`config.mk`:
```
export PLATFORM = sky130hd
export DESIGN_NAME = mul_div_unit
export DESIGN_NICKNAME = d
export VERILOG_FILES = /design/src/rtl/mul_div_unit_pkg.sv /design/src/rtl/mul_div_unit_sign_fix.sv /design/src/rtl/mul_div_unit.sv
export SDC_FILE = /design/constraint.sdc
export NUM_CORES = 1
export LEC_CHECK = 0
export ABC_AREA = 0
export BUFFER_PORTS_ARGS = -buffer_cell sky130_fd_sc_hd__buf_2
export CAP_MARGIN = 25
export CORE_UTILIZATION = 45
export DETAILED_ROUTE_END_ITERATION = 6
export GPL_TIMING_DRIVEN = 0
export PLACE_DENSITY = 0.74
export SLEW_MARGIN = 20
export SYNTH_ARGS = -nofsm -noshare
export SYNTH_HDL_FRONTEND = slang
export SYNTH_HIERARCHICAL = 1
export SYNTH_SLANG_ARGS = --single-unit
```
`constraint.sdc`:
```
create_clock -name clock -period 3.5 [get_ports clock]
set_input_delay 0.7 -clock clock [delete_from_list [all_inputs] [get_ports clock]]
set_output_delay 0.7 -clock clock [all_outputs]
set_load 0.1 [all_outputs]
```
`src/rtl/mul_div_unit_pkg.sv`:
```
// Shared opcode and state encodings for the iterative multiply/divide unit.
package mul_div_unit_pkg;

    localparam logic [2:0] MDU_MULT  = 3'b000;
    localparam logic [2:0] MDU_MULTU = 3'b001;
    localparam logic [2:0] MDU_DIV   = 3'b010;
    localparam logic [2:0] MDU_DIVU  = 3'b011;
    localparam logic [2:0] MDU_MTHI  = 3'b100;
    localparam logic [2:0] MDU_MTLO  = 3'b101;

    localparam logic [1:0] MDU_IDLE = 2'b00;
    localparam logic [1:0] MDU_CALC = 2'b01;
    localparam logic [1:0] MDU_FIX  = 2'b10;

    function automatic logic op_is_iterative(input logic [2:0] op);
        return (op == MDU_MULT) || (op == MDU_MULTU) || (op == MDU_DIV) || (op == MDU_DIVU);
    endfunction

    function automatic logic op_is_signed(input logic [2:0] op);
        return (op == MDU_MULT) || (op == MDU_DIV);
    endfunction

endpackage

```
`src/rtl/mul_div_unit_sign_fix.sv`:
```
// Conditional two's-complement negation: absolute value on entry, sign restore on exit.
module mdu_sign_fix #(
    parameter int WIDTH = 32
) (
    input  logic [WIDTH-1:0] val,
    input  logic             neg,
    output logic [WIDTH-1:0] res
);

    always_comb begin
        res = neg ? (~val + WIDTH'(1)) : val;
    end

endmodule

```
`src/rtl/mul_div_unit.sv`:
```
// Multi-cycle MULT/MULTU/DIV/DIVU with HI/LO registers; one result bit per CALC cycle.
module mul_div_unit
    import mul_div_unit_pkg::*;
#(
    parameter int WIDTH = 32
) (
    input  logic             clock,
    input  logic             rst_n,
    input  logic             start,
    input  logic [2:0]       op,
    input  logic [WIDTH-1:0] Ainput,
    input  logic [WIDTH-1:0] Binput,
    output logic             busy,
    output logic             done,
    output logic             div_zero,
    output logic [WIDTH-1:0] hi,
    output logic [WIDTH-1:0] lo
);

    localparam int CNT_W = $clog2(WIDTH) + 1;

    logic [1:0]         state_q, state_d;
    logic [CNT_W-1:0]   cnt_q, cnt_d;
    logic [WIDTH-1:0]   a_q, a_d;
    logic [WIDTH-1:0]   b_q, b_d;
    logic [2*WIDTH-1:0] acc_q, acc_d;
    logic               is_div_q, is_div_d;
    logic               neg_res_q, neg_res_d;
    logic               neg_rem_q, neg_rem_d;
    logic               dz_q, dz_d;
    logic               done_q, done_d;
    logic               div_zero_q, div_zero_d;
    logic [WIDTH-1:0]   hi_q, hi_d;
    logic [WIDTH-1:0]   lo_q, lo_d;

    logic               a_neg, b_neg;
    logic [WIDTH-1:0]   a_abs, b_abs;
    logic [WIDTH-1:0]   rem_src, rem_fix, quo_fix;
    logic [2*WIDTH-1:0] prod_fix;
    logic [WIDTH:0]     add_sum, trial;
    logic [2*WIDTH-1:0] mul_step, div_step;

    assign a_neg = op_is_signed(op) & Ainput[WIDTH-1];
    assign b_neg = op_is_signed(op) & Binput[WIDTH-1];

    mdu_sign_fix #(.WIDTH(WIDTH)) u_abs_a (.val(Ainput), .neg(a_neg), .res(a_abs));
    mdu_sign_fix #(.WIDTH(WIDTH)) u_abs_b (.val(Binput), .neg(b_neg), .res(b_abs));

    // On divide-by-zero the latched |A| re-signed by the dividend sign recovers the original A.
    assign rem_src = dz_q ? a_q : acc_q[2*WIDTH-1:WIDTH];

    mdu_sign_fix #(.WIDTH(2*WIDTH)) u_fix_prod (.val(acc_q), .neg(neg_res_q), .res(prod_fix));
    mdu_sign_fix #(.WIDTH(WIDTH)) u_fix_quo (.val(acc_q[WIDTH-1:0]), .neg(neg_res_q), .res(quo_fix));
    mdu_sign_fix #(.WIDTH(WIDTH)) u_fix_rem (.val(rem_src), .neg(neg_rem_q), .res(rem_fix));

    // Multiply: acc = {partial high, remaining multiplier bits}; add then shift right.
    always_comb begin
        add_sum  = {1'b0, acc_q[2*WIDTH-1:WIDTH]} + (acc_q[0] ? {1'b0, a_q} : {(WIDTH+1){1'b0}});
        mul_step = {add_sum, acc_q[WIDTH-1:1]};
    end

    // Restoring divide: acc = {remainder, dividend bits shifting out / quotient bits shifting in}.
    always_comb begin
        trial = acc_q[2*WIDTH-1:WIDTH-1] - {1'b0, b_q};
        if (!trial[WIDTH]) begin
            div_step = {trial[WIDTH-1:0], acc_q[WIDTH-2:0], 1'b1};
        end else begin
            div_step = {acc_q[2*WIDTH-2:WIDTH-1], acc_q[WIDTH-2:0], 1'b0};
        end
    end

    always_comb begin
        state_d    = state_q;
        cnt_d      = cnt_q;
        a_d        = a_q;
        b_d        = b_q;
        acc_d      = acc_q;
        is_div_d   = is_div_q;
        neg_res_d  = neg_res_q;
        neg_rem_d  = neg_rem_q;
        dz_d       = dz_q;
        done_d     = 1'b0;
        div_zero_d = div_zero_q;
        hi_d       = hi_q;
        lo_d       = lo_q;
        case (state_q)
            MDU_IDLE: begin
                if (start && op_is_iterative(op)) begin
                    state_d   = MDU_CALC;
                    cnt_d     = '0;
                    is_div_d  = op[1];
                    neg_res_d = a_neg ^ b_neg;
                    neg_rem_d = a_neg;
                    a_d       = a_abs;
                    b_d       = b_abs;
                    dz_d      = (Binput == '0);
                    acc_d     = {{WIDTH{1'b0}}, (op[1] ? a_abs : b_abs)};
                end else if (start && op == MDU_MTHI) begin
                    hi_d = Ainput;
                end else if (start && op == MDU_MTLO) begin
                    lo_d = Ainput;
                end
            end
            MDU_CALC: begin
                cnt_d = cnt_q + CNT_W'(1);
                acc_d = is_div_q ? div_step : mul_step;
                if (cnt_q == CNT_W'(WIDTH-1)) begin
                    state_d = MDU_FIX;
                end
            end
            MDU_FIX: begin
                state_d = MDU_IDLE;
                done_d  = 1'b1;
                if (is_div_q) begin
                    hi_d       = rem_fix;
                    lo_d       = dz_q ? {WIDTH{1'b1}} : quo_fix;
                    div_zero_d = dz_q;
                end else begin
                    {hi_d, lo_d} = prod_fix;
                end
            end
            default: state_d = MDU_IDLE;
        endcase
    end

    always_ff @(posedge clock or negedge rst_n) begin
        if (!rst_n) begin
            state_q    <= MDU_IDLE;
            cnt_q      <= '0;
            a_q        <= '0;
            b_q        <= '0;
            acc_q      <= '0;
            is_div_q   <= 1'b0;
            neg_res_q  <= 1'b0;
            neg_rem_q  <= 1'b0;
            dz_q       <= 1'b0;
            done_q     <= 1'b0;
            div_zero_q <= 1'b0;
            hi_q       <= '0;
            lo_q       <= '0;
        end else begin
            state_q    <= state_d;
            cnt_q      <= cnt_d;
            a_q        <= a_d;
            b_q        <= b_d;
            acc_q      <= acc_d;
            is_div_q   <= is_div_d;
            neg_res_q  <= neg_res_d;
            neg_rem_q  <= neg_rem_d;
            dz_q       <= dz_d;
            done_q     <= done_d;
            div_zero_q <= div_zero_d;
            hi_q       <= hi_d;
            lo_q       <= lo_d;
        end
    end

    assign busy     = (state_q != MDU_IDLE);
    assign done     = done_q;
    assign div_zero = div_zero_q;
    assign hi       = hi_q;
    assign lo       = lo_q;

endmodule

```
==> flow_summary.yaml <==
status:
  status: "finished, final reports clean"
synthesis:
  synth_flop_cell: "dfrtp_1"
  synth_area_sq_mm: 0.0188
  async_reset_ff_share_pct: 100
  synth-edff-count: 0
  synthMuxAreaShare_pct: 9.78
  synth_top_area_share_pct: 27.5
  ys_ff_latch: 206
  netlist_top_cells_area: "dfrtp_1 27%, xnor2_1 10%, nand2_1 6.5%"
  synth-xor-area-share_pct: 11.0
  synthTopCellsByCount: "323 x nand2_1, 218 x xnor2_1, 213 x o21ai_0, 206 x dfrtp_1, 109 x mux2i_1"
  synthSimpleGateAreaFrac_pct: 19.5
  ys_seq_area_share_pct: 27.5
  yosys.cell_count.top_type: "nand2_1"
  yosysWarnings: 6
  syn_inst: 2201
  synth_top_family_by_area: "compound AO/OA/AOI/OAI gates"
  synth-compound-area-share_pct: 23.3
  avgSynthCellArea_sq_um: 8.52
  syn_nets: 2343
  ys_types: 90
  yosysTopAreaCell: "dfrtp_1"
  synthAdderAreaFrac_pct: 4.88
worst_setup_path:
  r2r_end: "hi[19]$_DFFE_PN0P_"
  worstSetupPathType: "register to register"
  worst-endpoint-arrival_ps: 3870
  r2r-start: "acc_q[30]$_DFFE_PN0P_"
  cp-start-kind: "register"
  ff2ff_path_depth: 8
  cp_max_fo: 10
  endpoint_kind: "register"
  reg2reg_slack_ps: 70
  required_ps: 3940
global_routing:
  grt_pass1_vias: 17900
  grt_max_degree: 83
  grt_use_total_pct: 32.6
  grt_pass1_wl_mm: 105
  grt_overflow_total: 0
  antenna_found_initial: 6
layout:
  final_core_util_pct: 52.4
  drive_gt1_share_pct: 17.1
  syn2layout_area_growth_pct: 14.2
  final_nets: 2519
clock_network:
  clock-root-buffer: "clkbuf_16"
  htree_levels: 1
  cts_hold_repair.buffers: 0
  clk_latency_ps: 560
  clockBufferDepth: 3
  cts_sinks: 206
  cts_tree: "built"
  cts_buffers: 26
  clkTransAtPathRegs_ps: 60
floorplan:
  die_area_sq_mm: 0.0425
  ioPinCount: 137
  rows: 74
  die_y_um: 206
  fp.coreArea_sq_mm: 0.0409
  die_w_um: 206
  initial_core_util_pct: 45.8
timing:
  hold_viol_final: 0
  worst_slack_ps: 66.1
  finalSetupTns_ps: 0
  tightest_slew_ps: 1150
  setup_violations: 0
  fin_skew_ps: 10.5
  layout_min_cycle_time_ps: 3430
  max_freq_mhz: 291
  post-route-period-util_pct: 98.1
  slew_violations: 0
  slew_headroom_pct: 23.3
power_and_ir_drop:
  finalPower_uw: 22200
  vdd_ir_drop_max_mv: 0.495
  p_per_area_mw_per_mm2: 1040
  p_leak_uw: 0.00845
routing:
  ant_nets: 0
  first_pass_iters: 6
  first_iter_violations: 1809
  dr_total_vias: 18600
  drt_wl_total_mm: 70.4
  viasPerCell: 6.35
  drc: 0
  wire_per_inst_um: 24.0
flow_run:
  maxCapViolCount: 0
place:
  place.gp.congestion: 1.07
  hpwl_mm: 55.2
  io_buffers: 135
  dp_slack_ps: -683
hold_path:
  hp-class: "input port to async pin"
-- metrics by stage --
step	instances	hold WS [ps]	area, sq um
finish	2932	78.6	21400
global route	2930	127	21400
CTS	2921	103	21200
detailed placement	2871	479	20200
global placement	2868	475	20100
floorplan	2201	404	18800
-- flip-flops by register name, summed over array words and instances, names as in the netlist --
signal,count
dz_q,1
div_zero,1
is_div_q,1
a_q,32
b_q,32
neg_rem_q,1
lo,32
neg_res_q,1
acc_q,64
hi,32
done,1
cnt_q,6
state_q,2
-- layout by cell type (no fill, tap or decap), types with 70 or more instances in the layout --
| cell type | instances |
|---|---|
| dfrtp_1 | 196 |
| clkbuf_1 | 87 |
| nand2_1 | 323 |
| a21oi_1 | 88 |
| ha_1 | 70 |
| xnor2_1 | 218 |
| nor2_1 | 94 |
| o21ai_0 | 211 |
| mux2i_1 | 108 |
| buf_2 | 144 |
-- routing by layer --
| layer | part of all wire (%) | track usage (%) | vias to the layer above |
|---|---|---|---|
| met5 | 0.041 | 0 | - |
| li1 | - | - | 8445 |
| met2 | 45 | 52.5 | 1043 |
| met4 | 6.0 | 17.6 | 6 |
| met1 | 40 | 41.8 | 8885 |
| met3 | 8.9 | 5.28 | 250 |
-- where the power goes --
group	internal (uW)	switching (uW)
Combinational	5070	9150
Sequential	3320	1550
Clock	1950	1150
-- repair_timing --
action / in CTS / in global routing
pin swaps: 2 / 9
cloned: 0 / 1
resized for setup: 18 / 29
buffers inserted: 3 / 7
setup endpoints to repair: 58 / 42
-- worst max path at each step --
stage | depth (start not counted) | slack [ps] | from | end
floorplan | 13 | 430 | acc_q[0]$_DFFE_PN0P_ | acc_q[60]$_DFFE_PN0P_
global placement | 1 | -1730 | rst_n | b_q[25]$_DFFE_PN0P_
detailed placement | 12 | -680 | dz_q$_DFFE_PN0P_ | hi[18]$_DFFE_PN0P_
CTS | 12 | 8 | acc_q[32]$_DFFE_PN0P_ | acc_q[39]$_DFFE_PN0P_
global route | 13 | -40 | acc_q[49]$_DFFE_PN0P_ | acc_q[35]$_DFFE_PN0P_
finish | 8 | 70 | acc_q[30]$_DFFE_PN0P_ | hi[19]$_DFFE_PN0P_
-- area by class of cell --
class                      count  area (sq um)
antenna                        3          7.51
clock inverter                13           230
timing repair buffer         149           841
clock buffer                  35           756
buffer                       123           544
tap                          532           666
multi-input combinational   1812         13000
sequential                   206          5170
inverter                      59           221
fill                        3761         19500
-- kinds of logic after synthesis --
logic type               after synthesis
AO/OA/AOI/OAI                        641
XOR/XNOR                             236
adder cells (fa/ha/maj)               72
buffers and inverters                183
flip-flops                           206
multiplexers                         175
AND/OR/NAND/NOR                      688
-- critical path, cell delays in order, from the launching register on --
cell	delay [ps]
dfrtp_1	610
or4_2	780
nor3_1	410
nand3_2	340
o31ai_1	390
xnor2_1	120
mux2i_1	260
o21ai_0	130
mux2_2	280
Power figures use the tool's default switching activity.
